$ cat src/rtl/gcd_pkg.sv
// Shared GCD definitions: request sequencer state encoding, default widths,
// and the GCD controller's own state encoding.
package gcd_pkg;

  localparam int GCD_WIDTH = 16;
  localparam int GCD_CNT_W = 16;

  typedef logic [1:0] gcd_seq_state_t;

  localparam gcd_seq_state_t S_IDLE    = 2'd0;
  localparam gcd_seq_state_t S_ISSUE   = 2'd1;
  localparam gcd_seq_state_t S_RELEASE = 2'd2;
  localparam gcd_seq_state_t S_RESP    = 2'd3;

  typedef logic [2:0] gcd_ctrl_state_t;

  localparam gcd_ctrl_state_t C_IDLE = 3'd0;
  localparam gcd_ctrl_state_t C_LOAD = 3'd1;
  localparam gcd_ctrl_state_t C_CMP  = 3'd2;
  localparam gcd_ctrl_state_t C_SUB  = 3'd3;
  localparam gcd_ctrl_state_t C_DONE = 3'd4;

endpackage

$ cat src/rtl/gcd_req_seq_if.sv
// Operand stream, GCD go/done handshake and result stream of the request sequencer.
interface gcd_req_seq_if #(
  parameter int WIDTH = 16,
  parameter int CNT_W = 16
);

  logic             in_valid;
  logic             in_ready;
  logic [WIDTH-1:0] in_a;
  logic [WIDTH-1:0] in_b;
  logic             gcd_go;
  logic [WIDTH-1:0] gcd_x;
  logic [WIDTH-1:0] gcd_y;
  logic             gcd_done;
  logic [WIDTH-1:0] gcd_result;
  logic             out_valid;
  logic             out_ready;
  logic [WIDTH-1:0] out_gcd;
  logic [WIDTH-1:0] out_a;
  logic [WIDTH-1:0] out_b;
  logic [CNT_W-1:0] out_cycles;
  logic             busy;

  modport slave (
    input  in_valid, in_a, in_b, gcd_done, gcd_result, out_ready,
    output in_ready, gcd_go, gcd_x, gcd_y, out_valid, out_gcd, out_a, out_b,
           out_cycles, busy
  );

  modport master (
    output in_valid, in_a, in_b, gcd_done, gcd_result, out_ready,
    input  in_ready, gcd_go, gcd_x, gcd_y, out_valid, out_gcd, out_a, out_b,
           out_cycles, busy
  );

endinterface

$ cat src/rtl/gcd_req_fifo.sv
// Operand-pair FIFO with wrap-around pointers; push is refused when full even if
// a pop happens in the same cycle.
module gcd_req_fifo #(
  parameter int DATA_W = 32,
  parameter int DEPTH  = 4
) (
  input  logic              clk,
  input  logic              rst_n,
  input  logic              push,
  input  logic              pop,
  input  logic [DATA_W-1:0] wdata,
  output logic [DATA_W-1:0] rdata,
  output logic              full,
  output logic              empty
);

  localparam int AW = $clog2(DEPTH);

  logic [DATA_W-1:0] mem [DEPTH];
  logic [AW-1:0]     wr_ptr;
  logic [AW-1:0]     rd_ptr;
  logic [AW:0]       count;
  logic              do_push;
  logic              do_pop;

  assign full    = (count == (AW+1)'(DEPTH));
  assign empty   = (count == '0);
  assign do_push = push && !full;
  assign do_pop  = pop && !empty;
  assign rdata   = mem[rd_ptr];

  always_ff @(posedge clk or negedge rst_n) begin
    if (!rst_n) begin
      wr_ptr <= '0;
      rd_ptr <= '0;
      count  <= '0;
    end else begin
      if (do_push) wr_ptr <= wr_ptr + 1'b1;
      if (do_pop)  rd_ptr <= rd_ptr + 1'b1;
      case ({do_push, do_pop})
        2'b10:   count <= count + 1'b1;
        2'b01:   count <= count - 1'b1;
        default: count <= count;
      endcase
    end
  end

  // Storage carries data only; validity is tracked by the pointers and count.
  always_ff @(posedge clk) begin
    if (do_push) mem[wr_ptr] <= wdata;
  end

endmodule

$ cat src/rtl/gcd_req_seq.sv
// Sequences buffered operand pairs through the GCD unit one at a time, resolving
// zero operands locally, and returns result, operands and go-high cycle count.
module gcd_req_seq
  import gcd_pkg::*;
#(
  parameter int WIDTH = GCD_WIDTH,
  parameter int DEPTH = 4,
  parameter int CNT_W = GCD_CNT_W
) (
  input logic          clk,
  input logic          rst_n,
  gcd_req_seq_if.slave bus
);

  gcd_seq_state_t   state;
  logic [WIDTH-1:0] op_a;
  logic [WIDTH-1:0] op_b;
  logic [WIDTH-1:0] res;
  logic [CNT_W-1:0] cyc_out;
  logic [CNT_W-1:0] cnt;
  logic [CNT_W-1:0] cnt_nxt;

  logic [2*WIDTH-1:0] fifo_rdata;
  logic               fifo_full;
  logic               fifo_empty;
  logic               fifo_pop;
  logic [WIDTH-1:0]   head_a;
  logic [WIDTH-1:0]   head_b;

  function automatic logic [CNT_W-1:0] sat_inc(input logic [CNT_W-1:0] v);
    return (&v) ? v : v + 1'b1;
  endfunction

  gcd_req_fifo #(
    .DATA_W (2*WIDTH),
    .DEPTH  (DEPTH)
  ) u_fifo (
    .clk   (clk),
    .rst_n (rst_n),
    .push  (bus.in_valid),
    .pop   (fifo_pop),
    .wdata ({bus.in_a, bus.in_b}),
    .rdata (fifo_rdata),
    .full  (fifo_full),
    .empty (fifo_empty)
  );

  assign head_a   = fifo_rdata[2*WIDTH-1:WIDTH];
  assign head_b   = fifo_rdata[WIDTH-1:0];
  assign fifo_pop = (state == S_IDLE) && !fifo_empty;
  assign cnt_nxt  = sat_inc(cnt);

  always_ff @(posedge clk or negedge rst_n) begin
    if (!rst_n) begin
      state   <= S_IDLE;
      op_a    <= '0;
      op_b    <= '0;
      res     <= '0;
      cyc_out <= '0;
      cnt     <= '0;
    end else begin
      case (state)
        S_IDLE: begin
          if (!fifo_empty) begin
            op_a <= head_a;
            op_b <= head_b;
            cnt  <= '0;
            // A zero operand would never terminate the subtract loop; answer it here.
            if (head_a == '0 || head_b == '0) begin
              res     <= head_a | head_b;
              cyc_out <= '0;
              state   <= S_RESP;
            end else begin
              state <= S_ISSUE;
            end
          end
        end
        S_ISSUE: begin
          cnt <= cnt_nxt;
          if (bus.gcd_done) begin
            res     <= bus.gcd_result;
            cyc_out <= cnt_nxt;
            state   <= S_RELEASE;
          end
        end
        S_RELEASE: begin
          // Controller must be back in idle before the next go can be issued.
          if (!bus.gcd_done) state <= S_RESP;
        end
        S_RESP: begin
          if (bus.out_ready) state <= S_IDLE;
        end
        default: state <= S_IDLE;
      endcase
    end
  end

  assign bus.in_ready   = !fifo_full;
  assign bus.gcd_go     = (state == S_ISSUE);
  assign bus.gcd_x      = op_a;
  assign bus.gcd_y      = op_b;
  assign bus.out_valid  = (state == S_RESP);
  assign bus.out_gcd    = res;
  assign bus.out_a      = op_a;
  assign bus.out_b      = op_b;
  assign bus.out_cycles = cyc_out;
  assign bus.busy       = (state != S_IDLE) || !fifo_empty;

endmodule

$ cat src/flat_wrapper.sv
// flat-port wrapper written by rule: the top's interface ports become plain ports
module gcd_req_seq_flat import gcd_pkg::*;
#(
  parameter int WIDTH = GCD_WIDTH,
  parameter int DEPTH = 4,
  parameter int CNT_W = GCD_CNT_W
)
  (clk, rst_n, bus_in_valid, bus_in_a, bus_in_b, bus_gcd_done, bus_gcd_result, bus_out_ready, bus_in_ready, bus_gcd_go, bus_gcd_x, bus_gcd_y, bus_out_valid, bus_out_gcd, bus_out_a, bus_out_b, bus_out_cycles, bus_busy);
  gcd_req_seq_if #(.WIDTH(WIDTH), .CNT_W(CNT_W)) bus_i ();
  input logic clk;
  input logic rst_n;
  input wire logic [$bits(bus_i.in_valid)-1:0] bus_in_valid;
  input wire logic [$bits(bus_i.in_a)-1:0] bus_in_a;
  input wire logic [$bits(bus_i.in_b)-1:0] bus_in_b;
  input wire logic [$bits(bus_i.gcd_done)-1:0] bus_gcd_done;
  input wire logic [$bits(bus_i.gcd_result)-1:0] bus_gcd_result;
  input wire logic [$bits(bus_i.out_ready)-1:0] bus_out_ready;
  output wire logic [$bits(bus_i.in_ready)-1:0] bus_in_ready;
  output wire logic [$bits(bus_i.gcd_go)-1:0] bus_gcd_go;
  output wire logic [$bits(bus_i.gcd_x)-1:0] bus_gcd_x;
  output wire logic [$bits(bus_i.gcd_y)-1:0] bus_gcd_y;
  output wire logic [$bits(bus_i.out_valid)-1:0] bus_out_valid;
  output wire logic [$bits(bus_i.out_gcd)-1:0] bus_out_gcd;
  output wire logic [$bits(bus_i.out_a)-1:0] bus_out_a;
  output wire logic [$bits(bus_i.out_b)-1:0] bus_out_b;
  output wire logic [$bits(bus_i.out_cycles)-1:0] bus_out_cycles;
  output wire logic [$bits(bus_i.busy)-1:0] bus_busy;
  assign bus_i.in_valid = bus_in_valid;
  assign bus_i.in_a = bus_in_a;
  assign bus_i.in_b = bus_in_b;
  assign bus_i.gcd_done = bus_gcd_done;
  assign bus_i.gcd_result = bus_gcd_result;
  assign bus_i.out_ready = bus_out_ready;
  assign bus_in_ready = bus_i.in_ready;
  assign bus_gcd_go = bus_i.gcd_go;
  assign bus_gcd_x = bus_i.gcd_x;
  assign bus_gcd_y = bus_i.gcd_y;
  assign bus_out_valid = bus_i.out_valid;
  assign bus_out_gcd = bus_i.out_gcd;
  assign bus_out_a = bus_i.out_a;
  assign bus_out_b = bus_i.out_b;
  assign bus_out_cycles = bus_i.out_cycles;
  assign bus_busy = bus_i.busy;
  gcd_req_seq #(.WIDTH(WIDTH), .DEPTH(DEPTH), .CNT_W(CNT_W)) u_core (.clk(clk), .rst_n(rst_n), .bus(bus_i));
endmodule
$ cat config.mk
export PLATFORM = sky130hd
export DESIGN_NAME = gcd_req_seq_flat
export DESIGN_NICKNAME = d
export VERILOG_FILES = /design/src/rtl/gcd_pkg.sv /design/src/rtl/gcd_req_seq_if.sv /design/src/rtl/gcd_req_fifo.sv /design/src/rtl/gcd_req_seq.sv /design/src/flat_wrapper.sv
export SDC_FILE = /design/constraint.sdc
export NUM_CORES = 1
export LEC_CHECK = 0
export BUFFER_PORTS_ARGS = -buffer_cell sky130_fd_sc_hd__buf_2
export CORE_MARGIN = 10
export CORE_UTILIZATION = 40
export CTS_CLUSTER_SIZE = 8
export DETAILED_ROUTE_END_ITERATION = 6
export MAX_ROUTING_LAYER = met4
export PLACE_DENSITY_LB_ADDON = 0.15
export RECOVER_POWER = 25
export SLEW_MARGIN = 20
export SYNTH_ARGS = -nofsm -noshare
export SYNTH_HDL_FRONTEND = slang
export SYNTH_SLANG_ARGS = --single-unit
$ cat constraint.sdc
create_clock -name clk -period 7.6 [get_ports clk]
set_input_delay 0.38 -clock clk [delete_from_list [all_inputs] [get_ports clk]]
set_output_delay 0.38 -clock clk [all_outputs]
set_load 0.1 [all_outputs]
==> impl_metrics.json, run 1 <==
{
  "worstSetupStartpointType": "flip-flop",
  "violations": "capacitance limit, slew limit",
  "maxSlewViolCount": 29,
  "die_y_um": 172.2,
  "cts-root-buf": "clkbuf_16",
  "grt_max_degree": 63,
  "synth_most_common_cell": "edfxtp_1",
  "cts_buffers": 31,
  "htreeDepth": 1,
  "maxCapViolCount": 1,
  "grt_pass1_wl_mm": 34.29,
  "start_util": 0.4083,
  "fill_cells": 2027,
  "synthCells": 597,
  "max_freq_mhz": 277.3,
  "fp-row-count": 55,
  "syn_nets": 662,
  "synth_top_area_frac": 0.4146,
  "yosysSeqAreaShare": 0.6548,
  "final-setup-viol-count": 0,
  "antenna_left": 0,
  "relSlewSlack": -0.1242,
  "hold_buffers": 1,
  "wl_per_cell_um": 21.67,
  "cts_sinks": 217,
  "worstPathCellList": "buf_4, mux4_1, nor4_1, nand4_1, a31oi_4, buf_4, mux2_2",
  "synth_cell_types": 45,
  "avgSynthCellArea_um2": 15.53,
  "hold_slack_ns": 0.09134,
  "portBuffers": 152,
  "cts_resized": 0,
  "final_layout_size_suffix_gt1_frac": 0.3289,
  "worstMarginPinSlew_ns": 1.686,
  "gr-usage-all-layers": 0.1555,
  "place.gp.congestion": 0.7982,
  "insertion_delay_ns": 0.54,
  "period_share": 0.4745,
  "finalSetupTns_ns": 0,
  "synth-seq-cells": 217,
  "syn2layout_area_growth_pct": 18.10,
  "cp.required_ns": 8.03,
  "synth_commonest_cells": "edfxtp_1 (128), dfrtp_1 (89), nand2_1 (62)",
  "vias": 5386,
  "core_mm2": 0.02271,
  "antenna_found_initial": 1,
  "period_needed_ns": 3.606,
  "synth_edf_count": 128,
  "hold_depth": 1,
  "end_kind": "flip-flop",
  "async_flop_share": 0.4101,
  "crit_type": "reg -> reg",
  "register_area_mm2": 0.006075,
  "worstRegToRegCells": 7,
  "synth_ff_type": "edfxtp_1",
  "clk_pin_slew_ns": 0.05,
  "drt_iter0_markers": 351,
  "postLayoutSetupSlackWorst_ns": 3.994,
  "dp_worst_setup_slack_ns": 3.682,
  "dieArea_mm2": 0.02967,
  "synth_top_area_cell": "edfxtp_1",
  "synthesis.area_mm2": 0.009271,
  "pin_count": 153,
  "rsz0062_at_grt": "false",
  "ys_warn_count": 0,
  "fp.dieW_um": 172.2,
  "place.detailed.hpwl_mm": 15.74,
  "multi_input_area_mm2": 0.002764,
  "grt-ovfl-total": 0,
  "drc": 0,
  "grt_pass1_vias": 5721,
  "fin_nets": 801,
  "utilization": 0.4821,
  "slowest_stage": "dfrtp_1",
  "via_per_inst": 5.164,
  "critPathMaxStageDelay_ns": 0.83,
  "ys_top_cells_by_area": "edfxtp_1 (41%), dfrtp_1 (24%), mux2_2 (7.4%), mux4_2 (4.6%), mux4_1 (3.7%)",
  "postCtsSetupRepairBufs": 0,
  "hold_class": "in -> reg",
  "cts_tree": "yes",
  "path_max_fanout": 32,
  "status": "finished, violations left",
  "clockBufferDepth": 3,
  "cp_common_cell": "buf_4",
  "hold_violations": 0,
  "drt-total-wl_mm": 22.60,
  "finClkSkew_ns": 0.008118,
  "drt-pass1-iter-count": 4,
  "worstPathArrival_ns": 4.03
}
-- routing by layer --
layer	vias up	wire, um	global-route usage
met4	0	352	0.03223
met5	-	0	-
met3	33	1288	0.02896
met1	2723	9780	0.1991
li1	2486	-	-
met2	144	11180	0.2545
-- registers in the layout (all words and copies together) (netlist names) --
signal and cells:
u_core.u_fifo.mem 128, u_core.bus.gcd_y 16, u_core.bus.gcd_x 16, u_core.state 2, u_core.cnt 16, u_core.u_fifo.wr_ptr 2, u_core.u_fifo.count 3, u_core.bus.out_cycles 16
u_core.bus.out_gcd 16, u_core.u_fifo.rd_ptr 2
-- cell type report --
| class | count | share of cell area |
|---|---|---|
| clock buffer | 52 | 0.07805 |
| antenna | 1 | 0.0002285 |
| inverter | 17 | 0.005828 |
| timing repair buffer | 163 | 0.07348 |
| multi-input combinational | 306 | 0.2524 |
| tap | 285 | 0.03257 |
| sequential | 217 | 0.5548 |
| clock inverter | 2 | 0.002628 |
-- cells in the final DEF (no fill, tap or decap), drive strengths merged, types with 10 or more instances in the layout --
master,instances
inv,17
nor2,10
nand2,62
o21ai,30
edfxtp,128
clkbuf,85
mux2,63
mux2i,10
dfrtp,89
mux4,32
ha,11
nor4,10
buf,129
-- critical path, delay by kind of cell, from the launching register on --
kind / cells / cell delay (ns)
flops: 1 / 0.83
simple gates: 2 / 0.83
buf+inv: 2 / 0.82
mux: 2 / 0.77
compound gates: 1 / 0.20
-- cell families (layout without fill, tap and decap cells) --
| logic type | after synthesis | after routing | share of synthesized area |
|---|---|---|---|
| other cells | 0 | 1 | 0 |
| mux | 105 | 105 | 0.1703 |
| flops | 217 | 217 | 0.6548 |
| fa+ha+maj | 12 | 12 | 0.01700 |
| simple gates | 118 | 118 | 0.05870 |
| compound gates | 56 | 56 | 0.03711 |
| xor+xnor | 15 | 15 | 0.01417 |
| buf+inv | 74 | 234 | 0.04791 |
-- path summary, 6_finish.rpt --
kind                                      startpoint                         to  slack [ns]
setup / recovery             u_core.u_fifo.rd_ptr[1]     u_core.bus.out_gcd[12]        3.99
hold / removal                           bus_in_b[9]    u_core.u_fifo.mem[1][9]        0.09
setup reg to reg             u_core.u_fifo.rd_ptr[1]     u_core.bus.out_gcd[12]        3.99
hold reg to reg            u_core.bus.out_cycles[13]  u_core.bus.out_cycles[13]        0.50
max in group asynchronous                      rst_n    u_core.u_fifo.rd_ptr[0]        5.09
min in group asynchronous                      rst_n  u_core.bus.out_cycles[13]        0.83
-- metrics by stage --
| stage | instance area (um^2) | instances |
|---|---|---|
| after floorplan | 9271 | 597 |
| after global placement | 10090 | 987 |
| after detailed placement | 10090 | 987 |
| after CTS | 10990 | 1042 |
| after global routing | 10950 | 1043 |
| final | 10950 | 1043 |
Power of run 1 is not shown: default switching activity piles up to over one toggle a cycle in this logic, so the estimate is an artifact.
==> inputs of run 2 (changes only) <==
clock period = 3.6 ns   (was 7.6 ns; I/O delays follow)
==> impl_metrics.json, run 2 (synthesis gave the netlist of run 1 again) <==
{
  "postLayoutSetupSlackWorst_ns": 0.4164,
  "register_area_mm2": 0.006072,
  "worstPathCellList": "buf_4, mux4_1, nor4_1, nand4_1, a31oi_4, buf_12, mux2_2",
  "relSlewSlack": -0.2580,
  "path_max_fanout": 32,
  "largest_reg_flops": 128,
  "worstPathArrival_ns": 3.61,
  "period_needed_ns": 3.184,
  "worstSetupStartpointType": "flip-flop",
  "grt_pass1_vias": 5918,
  "vias": 5638,
  "final_common_cell": "edfxtp_1",
  "cts_buffers": 31,
  "antenna_found_initial": 2,
  "dp_worst_setup_slack_ns": 0.3753,
  "place.gp.congestion": 0.8617,
  "hp-start": "bus_gcd_done",
  "cts_sinks": 217,
  "maxSlewViolCount": 71,
  "finalSetupTns_ns": 0,
  "fill_cells": 1948,
  "crit_start": "u_core.u_fifo.rd_ptr[0]",
  "wl_per_cell_um": 20.73,
  "critPathMaxStageDelay_ns": 0.68,
  "drt_iter0_markers": 476,
  "slowest_stage": "mux4_1",
  "cts_tree": "yes",
  "worstMarginPinSlew_ns": 1.887,
  "crit_type": "reg -> reg",
  "hold_class": "in -> reg",
  "status": "finished, violations left",
  "fin_nets": 855,
  "drt-pass1-iter-count": 4,
  "dieArea_mm2": 0.02967,
  "final_layout_size_suffix_gt1_frac": 0.3157,
  "finClkSkew_ns": 0.02230,
  "layout_common_cells": "edfxtp_1 (128), buf_2 (119), dfrtp_1 (88)",
  "insertion_delay_ns": 0.56,
  "pin_count": 153,
  "grt-ovfl-total": 0,
  "maxCapViolCount": 1,
  "max_freq_mhz": 314.1,
  "final-setup-viol-count": 0,
  "end_kind": "flip-flop",
  "cp.required_ns": 4.03,
  "fp.dieW_um": 172.2,
  "rr_startpoint": "u_core.u_fifo.rd_ptr[0]",
  "place.detailed.hpwl_mm": 15.52,
  "regMostFlops": "u_core.u_fifo.mem",
  "hold_violations": 0,
  "die_y_um": 172.2,
  "grt_pass1_wl_mm": 34.95,
  "portBuffers": 152,
  "start_util": 0.4083,
  "core_mm2": 0.02271,
  "antenna_left": 0,
  "clk_pin_slew_ns": 0.05,
  "cts-root-buf": "clkbuf_16",
  "period_share": 0.8843,
  "violations": "capacitance limit, slew limit",
  "fp-row-count": 55,
  "postCtsSetupRepairBufs": 0,
  "multi_input_area_mm2": 0.002764,
  "drc": 0,
  "clockBufferDepth": 3,
  "syn2layout_area_growth_pct": 24.18,
  "grt_max_degree": 71,
  "rsz0062_at_grt": "false",
  "via_per_inst": 5.135,
  "htreeDepth": 1,
  "drt-total-wl_mm": 22.77,
  "gr-usage-all-layers": 0.1568
}
==> run 2: area by class of cell <==
type	count	share of cell area
diodes	2	0.0004347
multi-input cells	306	0.2401
well taps	285	0.03097
flip-flops and latches	217	0.5274
repair buffers	217	0.1189
inverters	17	0.005542
clock buffers	52	0.07422
clock inverters	2	0.002499
==> run 2: critical path: cells and delay by family (launching register included) <==
kind            cells  cell delay, ns
flops               1            0.50
compound gates      1            0.26
mux                 2            1.04
simple gates        2            0.72
buf+inv             2            0.53
==> run 2: worst paths after layout <==
| path | slack (ns) | cells after the start | end |
|---|---|---|---|
| max | 0.42 | 7 | u_core.bus.out_gcd[9] |
| min | 0.02 | 3 | u_core.bus.out_cycles[7] |
| max reg2reg | 0.42 | 7 | u_core.bus.out_gcd[9] |
| min reg2reg | 0.49 | 1 | u_core.bus.out_gcd[3] |
| max in group asynchronous | 1.66 | 2 | u_core.u_fifo.rd_ptr[0] |
| min in group asynchronous | 0.70 | 2 | u_core.bus.out_gcd[13] |
==> run 2: timing repair <==
item | CTS | global route
endpoints found under the hold margin | 213 | 0
endpoints found under the setup margin | 0 | 0
gates resized for setup | 0 | 0
hold buffers | 49 | 0
==> run 2: through the flow <==
stage | hold slack [ns] | cell area (um^2) | utilization | cells
2_1_floorplan | -0.1156 | 9271 | - | 597
3_3_place_gp | 0.3815 | 10180 | 0.4482 | 993
3_5_place_dp | 0.4007 | 10180 | 0.4482 | 993
4_1_cts | 0.008112 | 11550 | 0.5087 | 1096
5_1_grt | 0.02940 | 11510 | 0.5070 | 1098
6_report | 0.01898 | 11510 | 0.5070 | 1098
==> run 2: metal layers <==
| layer | part of all wire | vias up | GRT usage |
|---|---|---|---|
| met1 | 0.43 | 2829 | 0.1983 |
| met4 | 0.021 | 0 | 0.04048 |
| met3 | 0.064 | 37 | 0.02987 |
| met2 | 0.49 | 176 | 0.2554 |
| li1 | - | 2596 | - |
| met5 | 0 | - | - |
Power of run 2 is left out for the same reason.
